File: src/rtl/comp_seq_pkg.sv
// comp_seq_pkg: shared FSM state encodings and nibble width for the sequential comparator
package comp_seq_pkg;
    localparam int NIB_W = 4;
    typedef enum logic [1:0] {ST_IDLE = 2'd0, ST_RUN = 2'd1, ST_DONE = 2'd2} state_t;
endpackage

File: src/rtl/comp_seq_comp4b.sv
// comp4b: combinational 4-bit unsigned magnitude comparator
module comp4b
    import comp_seq_pkg::*;
(
    input  logic [NIB_W-1:0] a,
    input  logic [NIB_W-1:0] b,
    output logic             gt,
    output logic             lt,
    output logic             eq
);
    assign gt = a > b;
    assign eq = a == b;
    // lt is the complement of gt, so it also reads 1 on equal
    assign lt = !gt;
endmodule

File: src/rtl/comp_seq.sv
// comp_seq: multi-cycle magnitude comparator, one nibble per cycle MSB first,
// stopping at the first unequal nibble
module comp_seq
    import comp_seq_pkg::*;
#(
    parameter int NIBBLES = 4,
    parameter bit SIGNED  = 1'b0
) (
    input  logic                 clk,
    input  logic                 rst,
    input  logic                 start,
    input  logic [NIB_W*NIBBLES-1:0] a,
    input  logic [NIB_W*NIBBLES-1:0] b,
    output logic                 ready,
    output logic                 done,
    output logic                 gt,
    output logic                 lt,
    output logic                 eq
);
    localparam int W = NIB_W * NIBBLES;
    localparam int IW = NIBBLES > 1 ? $clog2(NIBBLES) : 1;
    localparam logic [IW-1:0] LAST = IW'(NIBBLES - 1);
    state_t state;
    logic [W-1:0] ra, rb;
    logic [IW-1:0] index;
    logic [NIB_W-1:0] na, nb;
    logic gt_c, eq_c, unused_lt;
    logic sign_diff, dec, dec_gt, dec_lt;
    comp4b u_comp4b (.a(na), .b(nb), .gt(gt_c), .lt(unused_lt), .eq(eq_c));
    always_comb begin
        na = ra[index*NIB_W +: NIB_W];
        nb = rb[index*NIB_W +: NIB_W];
        // opposite signs on the MSB nibble settle a signed compare immediately
        sign_diff = SIGNED && index == LAST && ra[W-1] != rb[W-1];
        dec = sign_diff || !eq_c;
        dec_gt = sign_diff ? rb[W-1] : gt_c;
        dec_lt = sign_diff ? ra[W-1] : !gt_c && !eq_c;
    end
    always_ff @(posedge clk) begin
        if (rst) begin
            state <= ST_IDLE;
            ready <= 1'b1;
            done <= 1'b0;
            gt <= 1'b0;
            lt <= 1'b0;
            eq <= 1'b0;
            index <= LAST;
            ra <= '0;
            rb <= '0;
        end else begin
            case (state)
                ST_IDLE: if (start) begin
                    ra <= a;
                    rb <= b;
                    gt <= 1'b0;
                    lt <= 1'b0;
                    eq <= 1'b0;
                    index <= LAST;
                    ready <= 1'b0;
                    state <= ST_RUN;
                end
                ST_RUN: if (dec) begin
                    gt <= dec_gt;
                    lt <= dec_lt;
                    done <= 1'b1;
                    state <= ST_DONE;
                end else if (index == '0) begin
                    eq <= 1'b1;
                    done <= 1'b1;
                    state <= ST_DONE;
                end else begin
                    index <= index - 1'b1;
                end
                ST_DONE: begin
                    done <= 1'b0;
                    ready <= 1'b1;
                    state <= ST_IDLE;
                end
                default: state <= ST_IDLE;
            endcase
        end
    end
endmodule

File: config.mk
export PLATFORM = sky130hd
export DESIGN_NAME = comp_seq
export DESIGN_NICKNAME = d
export VERILOG_FILES = /design/src/rtl/comp_seq_pkg.sv /design/src/rtl/comp_seq_comp4b.sv /design/src/rtl/comp_seq.sv
export SDC_FILE = /design/constraint.sdc
export NUM_CORES = 1
export LEC_CHECK = 0
export CAP_MARGIN = 40
export CORE_MARGIN = 5
export CORE_UTILIZATION = 57
export DETAILED_ROUTE_END_ITERATION = 10
export DONT_BUFFER_PORTS = 1
export PLACE_DENSITY = 0.72
export SYNTH_ARGS = -nofsm -noshare
export SYNTH_HDL_FRONTEND = slang
export SYNTH_SLANG_ARGS = --single-unit
File: constraint.sdc
create_clock -name clk -period 6.82 [get_ports clk]
set_clock_uncertainty 0.2 [all_clocks]
set_input_delay 2.046 -clock clk [delete_from_list [all_inputs] [get_ports clk]]
set_output_delay 2.046 -clock clk [all_outputs]
set_load 0.005 [all_outputs]
==> metrics.log, run 1 <==
[metrics] Clk pin slew, worst setup/hold paths: 120 ps
[metrics] CORE AREA: 0.00336 sq mm
[metrics] sequential-to-total area share from yosys stat: 41.2%
[metrics] post-route insts no fill: 247
[metrics] leading cell types by count after synthesis: 41 x sky130_fd_sc_hd__dfxtp_1, 35 x sky130_fd_sc_hd__nand2_1, 30 x sky130_fd_sc_hd__a21oi_2, 30 x sky130_fd_sc_hd__nand2_2, 10 x sky130_fd_sc_hd__inv_1
[metrics] RD Place Congestion: 0.774
[metrics] Detail Placement HPWL: 2.66 mm
[metrics] largest net degree at the start of global routing: 42
[metrics] Std-Cell Rows: 21
[metrics] pwr dens: 249 mW/mm^2
[metrics] number of enable-type register cells in the synthesized netlist: 0
[metrics] PostCTS Resize Cnt: 0
[metrics] antenna violations before repair: 0
[metrics] Hold Path Stages: 2
[metrics] GRT Overall Usage: 16.5%
[metrics] synthesis-to-finish area growth: 2.51%
[metrics] Clock Path Buffers: 2
[metrics] root cell of the clock tree: sky130_fd_sc_hd__clkbuf_4
[metrics] post-CTS setup buffers: 0
[metrics] Post-Synthesis Cell Area: 0.00199 sq mm
[metrics] WP depth: 5
[metrics] Setup TNS Final: 0 ps
[metrics] CP cell instances: inv_1 -> nor3_4 -> buf_16 -> nor4_1 -> a31oi_1
[metrics] setup repair after global routing missed its margin: no
[metrics] count of cell types in the netlist: 28
[metrics] Die Span X: 69.1 um
[metrics] portion of the clock cycle consumed by the worst path in the final layout: 44.0%
[metrics] floorplan die height: 69.1 um
[metrics] met2 track utilization from global routing: 26.9%
[metrics] number of placed instances, taps included: 239
[metrics] Slew @ Worst Pin: 648 ps
[metrics] clock tree from TritonCTS: built
[metrics] most used flip-flop cell after synthesis: sky130_fd_sc_hd__dfxtp_1
[metrics] met1 routing resource usage after global routing: 20.5%
[metrics] TritonCTS Sinks: 41
[metrics] proportion of layout cells with a drive suffix above 1: 39.8%
[metrics] Initial Util: 59.2%
[metrics] biggest area consumer among synthesized cells: sky130_fd_sc_hd__dfxtp_1
[metrics] layer with the highest usage: met2
[metrics] number of global-route vias before repair: 1365
[metrics] worst slew margin relative to its limit: 56.7%
[metrics] Total Power Consumption: 0.000508 W
[metrics] Port Buffer Count: 0
[metrics] Detail Route Antenna Nets: 0
[metrics] delay of the slowest critical-path stage: 510 ps
[metrics] final critical delay including setup and external delays: 3000 ps
[metrics] outcome: complete, no violations
[metrics] routed via count: 1356
[metrics] final count of negative-setup-slack endpoints: 0
[metrics] Crit path arrival time: 3080 ps
[metrics] area share of the leading cell type in the synthesized netlist: 41.2%
[metrics] final count of pins violating max slew: 0
[metrics] final count of hold timing violations: 0
[metrics] filler cell count in the final layout: 320
[metrics] drt pass-1 iters: 4
[metrics] average wire per standard cell: 15.0 um
[metrics] cell family with most CP delay: simple AND/OR/NAND/NOR gates
[metrics] Gate Count Post-Synth: 204
[metrics] drt initial violations: 82
[metrics] worst hold-check path type: register to register
[metrics] Worst setup EP type: register
[metrics] number of top-level design ports: 40
[metrics] via count normalized by instance count: 5.49
[metrics] drt drc: 0
[metrics] wire length of the first global-routing pass: 6.40 mm
[metrics] Clock Latency Late Sink: 340 ps
[metrics] Slowest cell on crit path: sky130_fd_sc_hd__nor3_4
[metrics] Maximum Capacitance Violations: 0
[metrics] biggest fanout along the worst timing path: 23
[metrics] diode count: 0
[metrics] Worst VDD drop: 0.142 mV
[metrics] number of clock buffers inserted by TritonCTS: 5
[metrics] routed wire length: 3.72 mm
[metrics] number of storage elements in the synthesis netlist: 41
[metrics] Hold-fix buffers, CTS: 0
[metrics] WP buf/inv: 2
[metrics] CP Launch Type: input port
[metrics] overflow left after global routing: 0
[metrics] leading post-synthesis cells by cell area: sky130_fd_sc_hd__dfxtp_1 41%, sky130_fd_sc_hd__a21oi_2 13%, sky130_fd_sc_hd__nand2_2 9.4%, sky130_fd_sc_hd__mux4_2 9.1%, sky130_fd_sc_hd__nand2_1 6.6%
[metrics] met3 usage: 5.38%
[metrics] full die area: 0.00477 sq mm
[metrics] most instantiated library cell after synthesis: sky130_fd_sc_hd__dfxtp_1
[metrics] achievable frequency: 0.333 GHz
[metrics] async set or reset register ratio after synthesis: 0%
[metrics] leak pwr: 0.733 nW
[metrics] R2R cell count: 6
[metrics] YS warnings: 0
[metrics] worst path required time: 6900 ps
[metrics] critical path class: input port to register
[metrics] Post-Synthesis Net Count: 244
[metrics] mean instance size in the synthesized netlist: 9.76 sq um
[metrics] fin nets: 240
[metrics] count of H-tree levels built during CTS: 2
-- metal layers --
| metal | up-vias | wire, um |
|---|---|---|
| li1 | 681 | - |
| met1 | 638 | 1650 |
| met2 | 31 | 1810 |
| met3 | 6 | 212 |
| met4 | 0 | 46 |
| met5 | - | 0 |
-- flip-flops by register name, indices dropped and copies added, names as in the netlist --
name	cells
eq	1
state	2
rb	16
ready	1
done	1
lt	1
gt	1
ra	16
index	2
-- power breakdown --
part	leakage (nW)	internal (W)	switching, W	total (W)
logic	0.355	0.0000415	0.0000534	0.0000949
clock network	0.0413	0.0000598	0.0000773	0.000137
registers	0.336	0.000259	0.0000168	0.000276
-- metrics by stage --
| step | hold slack (ps) | utilization, % | setup slack [ps] | area [sq um] |
|---|---|---|---|---|
| floorplan | 233 | - | 3670 | 1990 |
| global placement | 239 | 57.8 | 3200 | 1940 |
| detailed placement | 244 | 58.6 | 3440 | 1970 |
| CTS | 263 | 60.7 | 3810 | 2040 |
| global route | 271 | 60.7 | 3730 | 2040 |
| finish | 262 | 60.7 | 3820 | 2040 |
-- cells in the final DEF, fill, tap and decap left out, types with 3 or more instances in the layout --
cell type,netlist,final
sky130_fd_sc_hd__dfxtp_1,41,41
sky130_fd_sc_hd__nand2_1,35,35
sky130_fd_sc_hd__nand2_2,30,30
sky130_fd_sc_hd__a21oi_2,30,30
sky130_fd_sc_hd__inv_1,10,10
sky130_fd_sc_hd__mux4_2,8,8
sky130_fd_sc_hd__a21oi_1,6,6
sky130_fd_sc_hd__ha_1,5,5
sky130_fd_sc_hd__clkbuf_4,0,5
sky130_fd_sc_hd__a31oi_1,3,3
sky130_fd_sc_hd__nor2_1,3,3
sky130_fd_sc_hd__o21ai_0,3,3
-- cell families after synthesis --
kind of cell	synth area share (%)
AO/OA/AOI/OAI	17.5
adder cells (fa/ha/maj)	3.14
flip-flops	41.2
AND/OR/NAND/NOR	21.5
buffers and inverters	7.54
multiplexers	9.05
-- layout make-up --
cell class	count	area, sq um	share of cell area, %
Tap cell	46	57.6	2.82
Clock inverter	1	5.00	0.245
Inverter	10	37.5	1.84
Clock buffer	7	65.1	3.19
Sequential cell	41	821	40.2
Timing Repair Buffer	2	35.0	1.72
Multi-Input combinational cell	140	1020	50.0
-- tightest hold or removal path, stage by stage (launching register included) --
cell                      delay (ps)
sky130_fd_sc_hd__dfxtp_1         330
sky130_fd_sc_hd__nand2_2          60
sky130_fd_sc_hd__a21oi_2          40
-- path summary, 6_finish.rpt --
path / slack, ps / to / from
setup / recovery: 3820 / index[0] / start
hold / removal: 260 / ra[2] / ra[2]
setup reg to reg: 4030 / index[0] / index[0]
hold reg to reg: 260 / ra[2] / ra[2]
Note: power is estimated with default switching activity, not from simulation.
==> inputs of run 2 (changes only) <==
==> constraint.sdc (replaced) <==
create_clock -name clk -period 2.85 [get_ports clk]
set_clock_uncertainty 0.2 [all_clocks]
set_input_delay 0.855 -clock clk [delete_from_list [all_inputs] [get_ports clk]]
set_output_delay 0.855 -clock clk [all_outputs]
set_load 0.005 [all_outputs]
==> run 2 against run 1 <==
  * Sequential share of layout area increased by 0.12 points
  * Combinational power grew 140%
  * Power is 140% higher
  * Worst hold slack got worse by 1.1 ps
  * First-iteration DRC count stayed put
  * Sequential power rose by 140%
==> metrics.log, run 2 (synthesis gave the netlist of run 1 again) <==
[metrics] outcome: complete, no violations
[metrics] proportion of layout cells with a drive suffix above 1: 40.1% (+0.30 points)
[metrics] worst hold-check path type: register to register
[metrics] diode count: 0 (unchanged)
[metrics] Worst VDD drop: 0.254 mV (+78%)
[metrics] critical path class: register to register
[metrics] Initial Util: 59.2% (unchanged)
[metrics] fin nets: 241 (+0.42%)
[metrics] worst slew margin relative to its limit: 66.2% (+9.5 points)
[metrics] most common cell after layout, fill and taps aside: sky130_fd_sc_hd__dfxtp_1
[metrics] number of clock buffers inserted by TritonCTS: 5 (unchanged)
[metrics] final count of negative-setup-slack endpoints: 0 (unchanged)
[metrics] Detail Route Antenna Nets: 0 (unchanged)
[metrics] filler cell count in the final layout: 318 (-0.63%)
[metrics] CP Launch Type: register
[metrics] via count normalized by instance count: 5.39 (-1.8%)
[metrics] utilization after layout: 60.5% (-0.19 points)
[metrics] TritonCTS Sinks: 41 (unchanged)
[metrics] biggest fanout along the worst timing path: 7 (-70%)
[metrics] achievable frequency: 0.386 GHz
[metrics] Setup TNS Final: 0 ps (unchanged)
[metrics] routed wire length: 3.57 mm (-4.0%)
[metrics] wire length of the first global-routing pass: 6.38 mm (-0.33%)
[metrics] Crit path arrival time: 2690 ps (-390 ps)
[metrics] Slew @ Worst Pin: 508 ps (-140 ps)
[metrics] delay of the slowest critical-path stage: 510 ps (about the same)
[metrics] GRT Overall Usage: 16.3% (-0.15 points)
[metrics] top layer in use: met4
[metrics] Place WS: 232 ps (-3210 ps)
[metrics] Final WS setup: 257 ps (-3560 ps)
[metrics] RD Place Congestion: 0.784 (+1.2%)
[metrics] synthesis-to-finish area growth: 2.20%
[metrics] leak pwr: 0.729 nW (-0.49%)
[metrics] area used by multi-input combinational logic: 0.00103 sq mm (+0.61%)
[metrics] pwr dens: 592 mW/mm^2 (+140%)
[metrics] count of H-tree levels built during CTS: 2 (unchanged)
[metrics] root cell of the clock tree: sky130_fd_sc_hd__clkbuf_4
[metrics] setup repair after global routing missed its margin: no
[metrics] full die area: 0.00477 sq mm (unchanged)
[metrics] Port Buffer Count: 0 (unchanged)
[metrics] most used cells in the layout excluding fill and tap cells: 41 x sky130_fd_sc_hd__dfxtp_1, 35 x sky130_fd_sc_hd__nand2_1, 30 x sky130_fd_sc_hd__nand2_2, 30 x sky130_fd_sc_hd__a21oi_2, 10 x sky130_fd_sc_hd__inv_1
[metrics] Slowest cell on crit path: sky130_fd_sc_hd__dfxtp_1
[metrics] Total Power Consumption: 0.00121 W (+140%)
[metrics] average wire per standard cell: 14.4 um (-4.4%)
[metrics] overflow left after global routing: 0 (unchanged)
[metrics] routed via count: 1337 (-1.4%)
[metrics] worst path required time: 2940 ps (-3960 ps)
[metrics] Maximum Capacitance Violations: 0 (unchanged)
[metrics] Worst setup EP type: register
[metrics] drt pass-1 iters: 4 (unchanged)
[metrics] Std-Cell Rows: 21 (unchanged)
[metrics] final count of pins violating max slew: 0 (unchanged)
[metrics] Clock Latency Late Sink: 360 ps (+20 ps)
[metrics] CP cell instances: buf_4 -> mux4_2 -> ha_1 -> nand4_1 -> nor3_4 -> nor4_1 -> a31oi_1
[metrics] clock tree from TritonCTS: built
[metrics] largest net degree at the start of global routing: 42 (unchanged)
[metrics] number of top-level design ports: 40 (unchanged)
[metrics] final count of hold timing violations: 0 (unchanged)
[metrics] Die Span X: 69.1 um (unchanged)
[metrics] met3 routed wirelength: 199 um (-6.1%)
[metrics] antenna violations before repair: 0 (unchanged)
[metrics] routed metal-1 wire length: 1.57 mm (-5.0%)
[metrics] registers with the most flip-flops: ra: 16 flops, rb: 16 flops
[metrics] number of global-route vias before repair: 1449 (+6.2%)
[metrics] Hold-fix buffers, CTS: 0 (unchanged)
[metrics] Clk pin slew, worst setup/hold paths: 110 ps (about the same)
[metrics] floorplan die height: 69.1 um (unchanged)
[metrics] drt initial violations: 82 (unchanged)
[metrics] drt drc: 0 (unchanged)
[metrics] Detail Placement HPWL: 2.57 mm (-3.3%)
[metrics] Clock Path Buffers: 2 (unchanged)
[metrics] total area of sequential cells: 821 sq um (unchanged)
[metrics] portion of the clock cycle consumed by the worst path in the final layout: 91.0%
[metrics] routed length on met2: 1.71 mm (-5.4%)
[metrics] CORE AREA: 0.00336 sq mm (unchanged)
[metrics] final critical delay including setup and external delays: 2590 ps
[run 2: cell count changes in the layout (fill, tap and decap cells not counted)]
cell                     before  now
sky130_fd_sc_hd__nor3_2       1    0
sky130_fd_sc_hd__buf_4        1    3
sky130_fd_sc_hd__buf_16       1    0
sky130_fd_sc_hd__nor3_4       1    2
[run 2: per-layer routing]
metal,GRT usage [%],vias to the layer above
met5,0,-
met3,5.52,7
met4,8.46,0
met1,19.2,617
met2,26.2,30
li1,-,683
[run 2: worst max-delay path: cells and delay by family, from the launching register on]
family	cells	cell delay [ps]
compound gates	1	150
flops	1	510
buf+inv	1	230
simple gates	3	640
mux	1	510
fa+ha+maj	1	290
[run 2: worst paths after layout]
path | start | to | slack (ps) | cells after the start
worst max register to register | index[0] | index[0] | 260 | 7
worst max-delay path | index[0] | index[0] | 260 | 7
worst min register to register | rb[11] | rb[11] | 260 | 2
worst min-delay path | rb[11] | rb[11] | 260 | 2
[run 2: per-stage QoR]
stage	cell area, sq um	instances	hold slack (ps)
finish	2030	248	261
global route	2030	248	282
CTS	2030	248	264
detailed placement	1960	240	248
global placement	1960	240	245
floorplan	1990	204	233
[run 2: timing repair]
action                     4_1_cts  5_1_grt
buffers inserted                 0        0
setup endpoints to repair        0        1
resized for setup                0        1
[run 2: power by group]
group	internal, W	leakage, nW	switching [W]
registers	0.000620	0.336	0.0000372
logic	0.0000941	0.351	0.000130
clock network	0.000143	0.0413	0.000181
total	0.000857	0.729	0.000348
[run 2: area by class of cell]
cell class / count / area share (%)
clock buffers: 7 / 3.20
clock inverters: 1 / 0.246
flip-flops and latches: 41 / 40.3
multi-input cells: 140 / 50.4
well taps: 46 / 2.83
inverters: 10 / 1.85
repair buffers: 3 / 1.11
==> inputs of run 3 (changes only) <==
--- a/config.mk
+++ b/config.mk
@@ -14,3 +14,4 @@
 export SYNTH_ARGS = -nofsm -noshare
 export SYNTH_HDL_FRONTEND = slang
 export SYNTH_SLANG_ARGS = --single-unit
+export TNS_END_PERCENT = 5
==> results of run 3 <==
Final layout, timing and power as in run 2 (identical DEF).
